==> config.mk <==
export PLATFORM = sky130hd
export DESIGN_NAME = seq_detect_scheduler
export DESIGN_NICKNAME = d
export VERILOG_FILES = /design/src/rtl/seq_detect_pkg.sv /design/src/rtl/rr_arbiter.sv /design/src/rtl/seq_detect_scheduler.sv
export SDC_FILE = /design/constraint.sdc
export NUM_CORES = 1
export LEC_CHECK = 0
export CAP_MARGIN = 20
export CORE_MARGIN = 2
export CORE_UTILIZATION = 46
export DETAILED_ROUTE_END_ITERATION = 6
export GPL_ROUTABILITY_DRIVEN = 0
export HOLD_SLACK_MARGIN = 0.08
export PLACE_DENSITY = 0.87
export SYNTH_ARGS = -nofsm -noshare
export SYNTH_HDL_FRONTEND = slang
export SYNTH_SLANG_ARGS = --single-unit
export TNS_END_PERCENT = 10
==> constraint.sdc <==
create_clock -name clk -period 2.3 [get_ports clk]
set_input_delay 0.46 -clock clk [delete_from_list [all_inputs] [get_ports clk]]
set_output_delay 0.46 -clock clk [all_outputs]
set_load 0.005 [all_outputs]
==> src/rtl/seq_detect_pkg.sv <==
// rtl/seq_detect_pkg.sv - shared state encoding and constants for the sequence-detector scheduler
package seq_detect_pkg;

  typedef enum logic [1:0] {
    IDLE   = 2'd0,
    CLEAR  = 2'd1,
    SHIFT  = 2'd2,
    REPORT = 2'd3
  } sched_state_t;

  localparam int STATS_W = 16;

  // Active-high segments, bit order gfedcba, digit 9 first.
  localparam logic [9:0][6:0] SEG_DIGITS = {
    7'h6F, 7'h7F, 7'h07, 7'h7D, 7'h6D, 7'h66, 7'h4F, 7'h5B, 7'h06, 7'h3F
  };

  function automatic logic [6:0] seg7_digit(input logic [3:0] d);
    seg7_digit = (d < 4'd10) ? SEG_DIGITS[d] : 7'h00;
  endfunction

endpackage

==> src/rtl/rr_arbiter.sv <==
// rtl/rr_arbiter.sv - round-robin arbiter with one-hot grant, pointer advanced on acceptance
module rr_arbiter import seq_detect_pkg::*; #(
  parameter  int NUM_REQ = 2,
  localparam int ID_W    = $clog2(NUM_REQ)
) (
  input  logic               clk,
  input  logic               rst,
  input  logic [NUM_REQ-1:0] req_i,
  input  logic               advance_i,
  output logic [NUM_REQ-1:0] grant_o,
  output logic [ID_W-1:0]    grant_idx_o
);

  logic [ID_W-1:0] last_q, last_d;
  logic [ID_W-1:0] sel;
  logic            found;
  int              idx;

  // Search starts just after the last winner, so a served requester drops to lowest priority.
  always_comb begin
    grant_o     = '0;
    grant_idx_o = '0;
    found       = 1'b0;
    idx         = 0;
    sel         = '0;
    for (int k = 1; k <= NUM_REQ; k++) begin
      idx = int'(last_q) + k;
      if (idx >= NUM_REQ) idx = idx - NUM_REQ;
      sel = ID_W'(idx);
      if (!found && req_i[sel]) begin
        found        = 1'b1;
        grant_o[sel] = 1'b1;
        grant_idx_o  = sel;
      end
    end
  end

  always_comb begin
    last_d = last_q;
    if (advance_i) last_d = grant_idx_o;
  end

  always_ff @(posedge clk or posedge rst) begin
    if (rst) last_q <= ID_W'(NUM_REQ - 1);
    else     last_q <= last_d;
  end

endmodule

==> src/rtl/seq_detect_scheduler.sv <==
// rtl/seq_detect_scheduler.sv - time-shares one 01[0*]1 detector among requesters, round-robin
// Optional statistics outputs enabled by SEQ_DETECT_SCHEDULER_STATS_EN.
module seq_detect_scheduler import seq_detect_pkg::*; #(
  parameter  int NUM_REQ = 2,
  parameter  int WORD_W  = 8,
  localparam int ID_W    = $clog2(NUM_REQ),
  localparam int CNT_W   = $clog2(WORD_W + 1)
) (
  input  logic                      clk,
  input  logic                      rst,
  input  logic [NUM_REQ-1:0]        req_valid,
  input  logic [NUM_REQ*WORD_W-1:0] req_word,
  output logic [NUM_REQ-1:0]        req_ready,
  output logic                      det_rst,
  output logic                      det_ena,
  output logic                      det_sig,
  input  logic                      det_z,
  output logic                      res_valid,
  output logic [ID_W-1:0]           res_id,
  output logic [CNT_W-1:0]          res_count,
  input  logic                      res_ready,
  output logic                      busy
`ifdef SEQ_DETECT_SCHEDULER_STATS_EN
  ,
  output logic [STATS_W-1:0]        total_hits,
  output logic [STATS_W-1:0]        words_done
`endif
);

  localparam int              IDX_W   = $clog2(WORD_W);
  localparam logic [CNT_W-1:0] CNT_MAX = '1;

  sched_state_t       state_q, state_d;
  logic [WORD_W-1:0]  word_q, word_d;
  logic [ID_W-1:0]    id_q, id_d;
  logic [IDX_W-1:0]   bit_idx_q, bit_idx_d;
  logic [CNT_W-1:0]   count_q, count_d;
  logic [NUM_REQ-1:0] grant;
  logic [ID_W-1:0]    grant_idx;
  logic               accept;

  assign accept = (state_q == IDLE) && |(req_valid & grant);
  assign busy   = (state_q != IDLE);

  rr_arbiter #(.NUM_REQ(NUM_REQ)) u_arb (
    .clk         (clk),
    .rst         (rst),
    .req_i       (req_valid),
    .advance_i   (accept),
    .grant_o     (grant),
    .grant_idx_o (grant_idx)
  );

  always_comb begin
    state_d   = state_q;
    word_d    = word_q;
    id_d      = id_q;
    bit_idx_d = bit_idx_q;
    count_d   = count_q;
    req_ready = '0;
    det_rst   = 1'b0;
    det_ena   = 1'b0;
    det_sig   = 1'b0;
    res_valid = 1'b0;
    res_id    = '0;
    res_count = '0;
    case (state_q)
      IDLE: begin
        req_ready = grant;
        if (accept) begin
          for (int i = 0; i < NUM_REQ; i++) begin
            if (grant_idx == ID_W'(i)) word_d = req_word[i*WORD_W +: WORD_W];
          end
          id_d    = grant_idx;
          state_d = CLEAR;
        end
      end
      CLEAR: begin
        det_rst   = 1'b1;
        bit_idx_d = IDX_W'(WORD_W - 1);
        count_d   = '0;
        state_d   = SHIFT;
      end
      SHIFT: begin
        det_ena = 1'b1;
        det_sig = word_q[bit_idx_q];
        if (det_z && (count_q != CNT_MAX)) count_d = count_q + 1'b1;
        bit_idx_d = bit_idx_q - 1'b1;
        if (bit_idx_q == '0) state_d = REPORT;
      end
      REPORT: begin
        res_valid = 1'b1;
        res_id    = id_q;
        res_count = count_q;
        if (res_ready) state_d = IDLE;
      end
      default: state_d = IDLE;
    endcase
  end

  always_ff @(posedge clk or posedge rst) begin
    if (rst) begin
      state_q   <= IDLE;
      word_q    <= '0;
      id_q      <= '0;
      bit_idx_q <= '0;
      count_q   <= '0;
    end else begin
      state_q   <= state_d;
      word_q    <= word_d;
      id_q      <= id_d;
      bit_idx_q <= bit_idx_d;
      count_q   <= count_d;
    end
  end

`ifdef SEQ_DETECT_SCHEDULER_STATS_EN
  logic [STATS_W-1:0] total_hits_q, words_done_q;

  always_ff @(posedge clk or posedge rst) begin
    if (rst) begin
      total_hits_q <= '0;
      words_done_q <= '0;
    end else begin
      if ((state_q == SHIFT) && det_z && (total_hits_q != '1)) total_hits_q <= total_hits_q + 1'b1;
      if ((state_q == REPORT) && res_ready) words_done_q <= words_done_q + 1'b1;
    end
  end

  assign total_hits = total_hits_q;
  assign words_done = words_done_q;
`endif

endmodule

==> impl_results.md, run 1 <==
- CP Class: primary input to output port
- Sequential share of power: 37.1%
- Clock buffer depth: 2
- Via density per instance: 5.335
- Synth top area cells: dfrtp_1 (40%), mux2i_1 (9.8%), ha_1 (8.9%)
- GRT overflow: 0
- Initial Util: 49.94%
- Sequential-to-total area share from yosys stat: 42.33%
- CTS tree: yes
- Die Height: 53.48 um
- R2R depth: 5
- WP data required: 1.84 ns
- Multi-input logic area: 588.1 um2
- First-pass GRT wire length: 3.581 mm
- Dpl cell area: 1503 um2
- Internal power: 1.009 mW
- Netlist cell types: 30
- Status: complete, no violations
- Final hold vios: 0
- FF/Latch Area: 476.7 um2
- Sw frac: 37.84%
- Worst-Skew Late Latency: 0.30 ns
- Syn Area/Cell: 9.965 um2
- F_max: 443.7 MHz
- Avg WL per Cell: 12.42 um
- Slew HR: 51.04%
- Die area: 2860 um2
- Clock power frac: 10.6%
- Synth Net Count: 143
- Top cell type by total area after synthesis: dfrtp_1
- Worst Setup End Kind: output port
- Cells after Synth: 113
- GRT Total Usage: 17.56%
- Tmin final: 2.254 ns
- Setup violators final: 0
- Most common cell after layout, fill and taps aside: clkdlybuf4s50_1
- Root Buffer: clkbuf_4
- Worst-path maximum fanout: 5
- Initial drt markers: 22
- Setup crit start kind: primary input
- Least-Margin Pin Slew: 0.7336 ns
- Num rows: 17
- I/O pin count: 34
- Number of global-route vias before repair: 909
- DRC Markers: 0
- Flops & latches, synth: 19
- Synth top area share: 40.00%
- WL final: 2.223 mm
- Unrepaired setup endpoints after global routing: no
- Leak pwr: 0.7149 nW
- TritonCTS buffer count: 3
- Max Slew Vio Count: 0
- Area Growth Syn to Fin: 35.78%
- Worst min path class: register to register
- Pwr Density: 1062 nW/um2
- ANT nets after route: 0
- Synthesized area: 1126 um2
- Core Area: 2255 um2
- Pre-antenna DRT Iters: 5
- Antenna violations before repair: 0
- Clk sink count: 19
- Port Buf Inserts: 33
- Die W: 53.48 um
- Fill cells: 196
- Post-DP HPWL: 1.777 mm
- Design Area, Final: 1529 um2
- Total power: 1.624 mW
- Comb pwr share: 52.2%
- DR vias: 955
- Most frequent cells in the layout: clkdlybuf4s50_1 (31), dfrtp_1 (18), nand2_1 (12)
- H-tree level count: 1
- Max_cap viols: 0
- R2R setup slack: 0.51 ns
- Sum Neg Setup Slack: 0 ns
- Final clock skew: 0.002701 ns
- N_diodes: 0
- Warnings, synthesis: 0
- Share of cells above drive strength 1: 7.947%
- CP Data Arrival Time: 1.79 ns
- Nets: 182
- Tcrit/Tclk final: 98.00%
- CTS clk-pin slew, worst paths: 0.10 ns
- Hold depth: 2
- Largest net degree at the start of global routing: 20
- Switch Pwr: 614.5 uW
- Max IR drop VDD: 818.8 uV
power by group through the flow:
stage / logic (mW) / clock network (mW) / registers [mW]
after floorplan: 0.559 / 0 / 0.579
after global placement: 0.823 / 0 / 0.603
after detailed placement: 0.861 / 0 / 0.614
after CTS: 0.856 / 0.177 / 0.605
after global routing: 0.939 / 0.192 / 0.627
final: 0.848 / 0.172 / 0.603
cell usage after synthesis, drive strengths merged:
cell,n
nand4,1
a22o,1
o311ai,1
o21ai,11
a21oi,4
o31ai,2
nand3,3
nand2,12
o32a,1
ha,8
inv,10
o21bai,1
a311oi,1
dfrtp,18
and2,7
buf,4
a31oi,3
mux2,2
mux2i,11
a21boi,1
nand2b,2
nor2,5
o21a,1
mux4,1
a222oi,1
dfstp,1
per-layer routing:
layer	vias to the layer above	share of wire, %	GRT usage [%]
met5	-	0	0
met1	449	42	18.46
met4	0	1.9	10.26
met2	30	52	33.13
li1	472	-	-
met3	4	4.0	1.695
critical path: stages:
cell and delay (ns):
clkdlybuf4s50_1 0.48, a21boi_1 0.19, and2_1 0.16, clkdlybuf4s50_1 0.51
logic make-up after synthesis:
logic type | Yosys count | synth area share (%)
compound gates | 28 | 15.78
buf+inv | 14 | 5.667
fa+ha+maj | 8 | 8.889
flops | 19 | 42.33
simple gates | 30 | 13.22
mux | 14 | 14.11
per-stage QoR:
step / std cells / util, % / hold slack [ns] / setup slack [ns]
3_5_place_dp: 175 / 66.65 / 0.4686 / 0.04333
2_1_floorplan: 113 / - / 0.4104 / 0.6421
6_report: 179 / 67.81 / 0.4886 / 0.04607
5_1_grt: 179 / 67.81 / 0.5142 / 0.002832
3_3_place_gp: 175 / 66.65 / 0.4615 / 0.07871
4_1_cts: 179 / 67.81 / 0.4921 / 0.04333
area by class of cell:
type | count | area share [%]
repair buffers | 38 | 23.90
flip-flops and latches | 19 | 31.18
well taps | 28 | 2.291
clock buffers | 4 | 1.718
multi-input cells | 80 | 38.46
inverters | 10 | 2.455
flip-flops by register name, summed over array words and instances (netlist names):
| signal | flops |
|---|---|
| id_q | 1 |
| state_q | 2 |
| bit_idx_q | 3 |
| count_q | 4 |
| u_arb.last_q | 1 |
| word_q | 8 |
timing repair:
item                                    CTS  global route
gates resized for setup                   3             0
hold buffers                              0             0
buffers inserted                          0             0
endpoints found under the setup margin    2             0
final timing paths:
| kind | to | start |
|---|---|---|
| setup / recovery | req_ready[1] | req_valid[0] |
| hold reg to reg | word_q[5]$_DFFE_PP0P_ | word_q[5]$_DFFE_PP0P_ |
| max in group asynchronous | word_q[4]$_DFFE_PP0P_ | rst |
| min in group asynchronous | word_q[2]$_DFFE_PP0P_ | rst |
| hold / removal | word_q[5]$_DFFE_PP0P_ | word_q[5]$_DFFE_PP0P_ |
| setup reg to reg | state_q[1]$_DFFE_PP0P_ | state_q[0]$_DFFE_PP0P_ |
Power figures use the tool's default switching activity.
==> run 2: changes to the inputs <==
ABC_AREA = 0   (was unset)
==> results of run 2 <==
No change in the layout: final DEF, timing and power equal those of run 1.
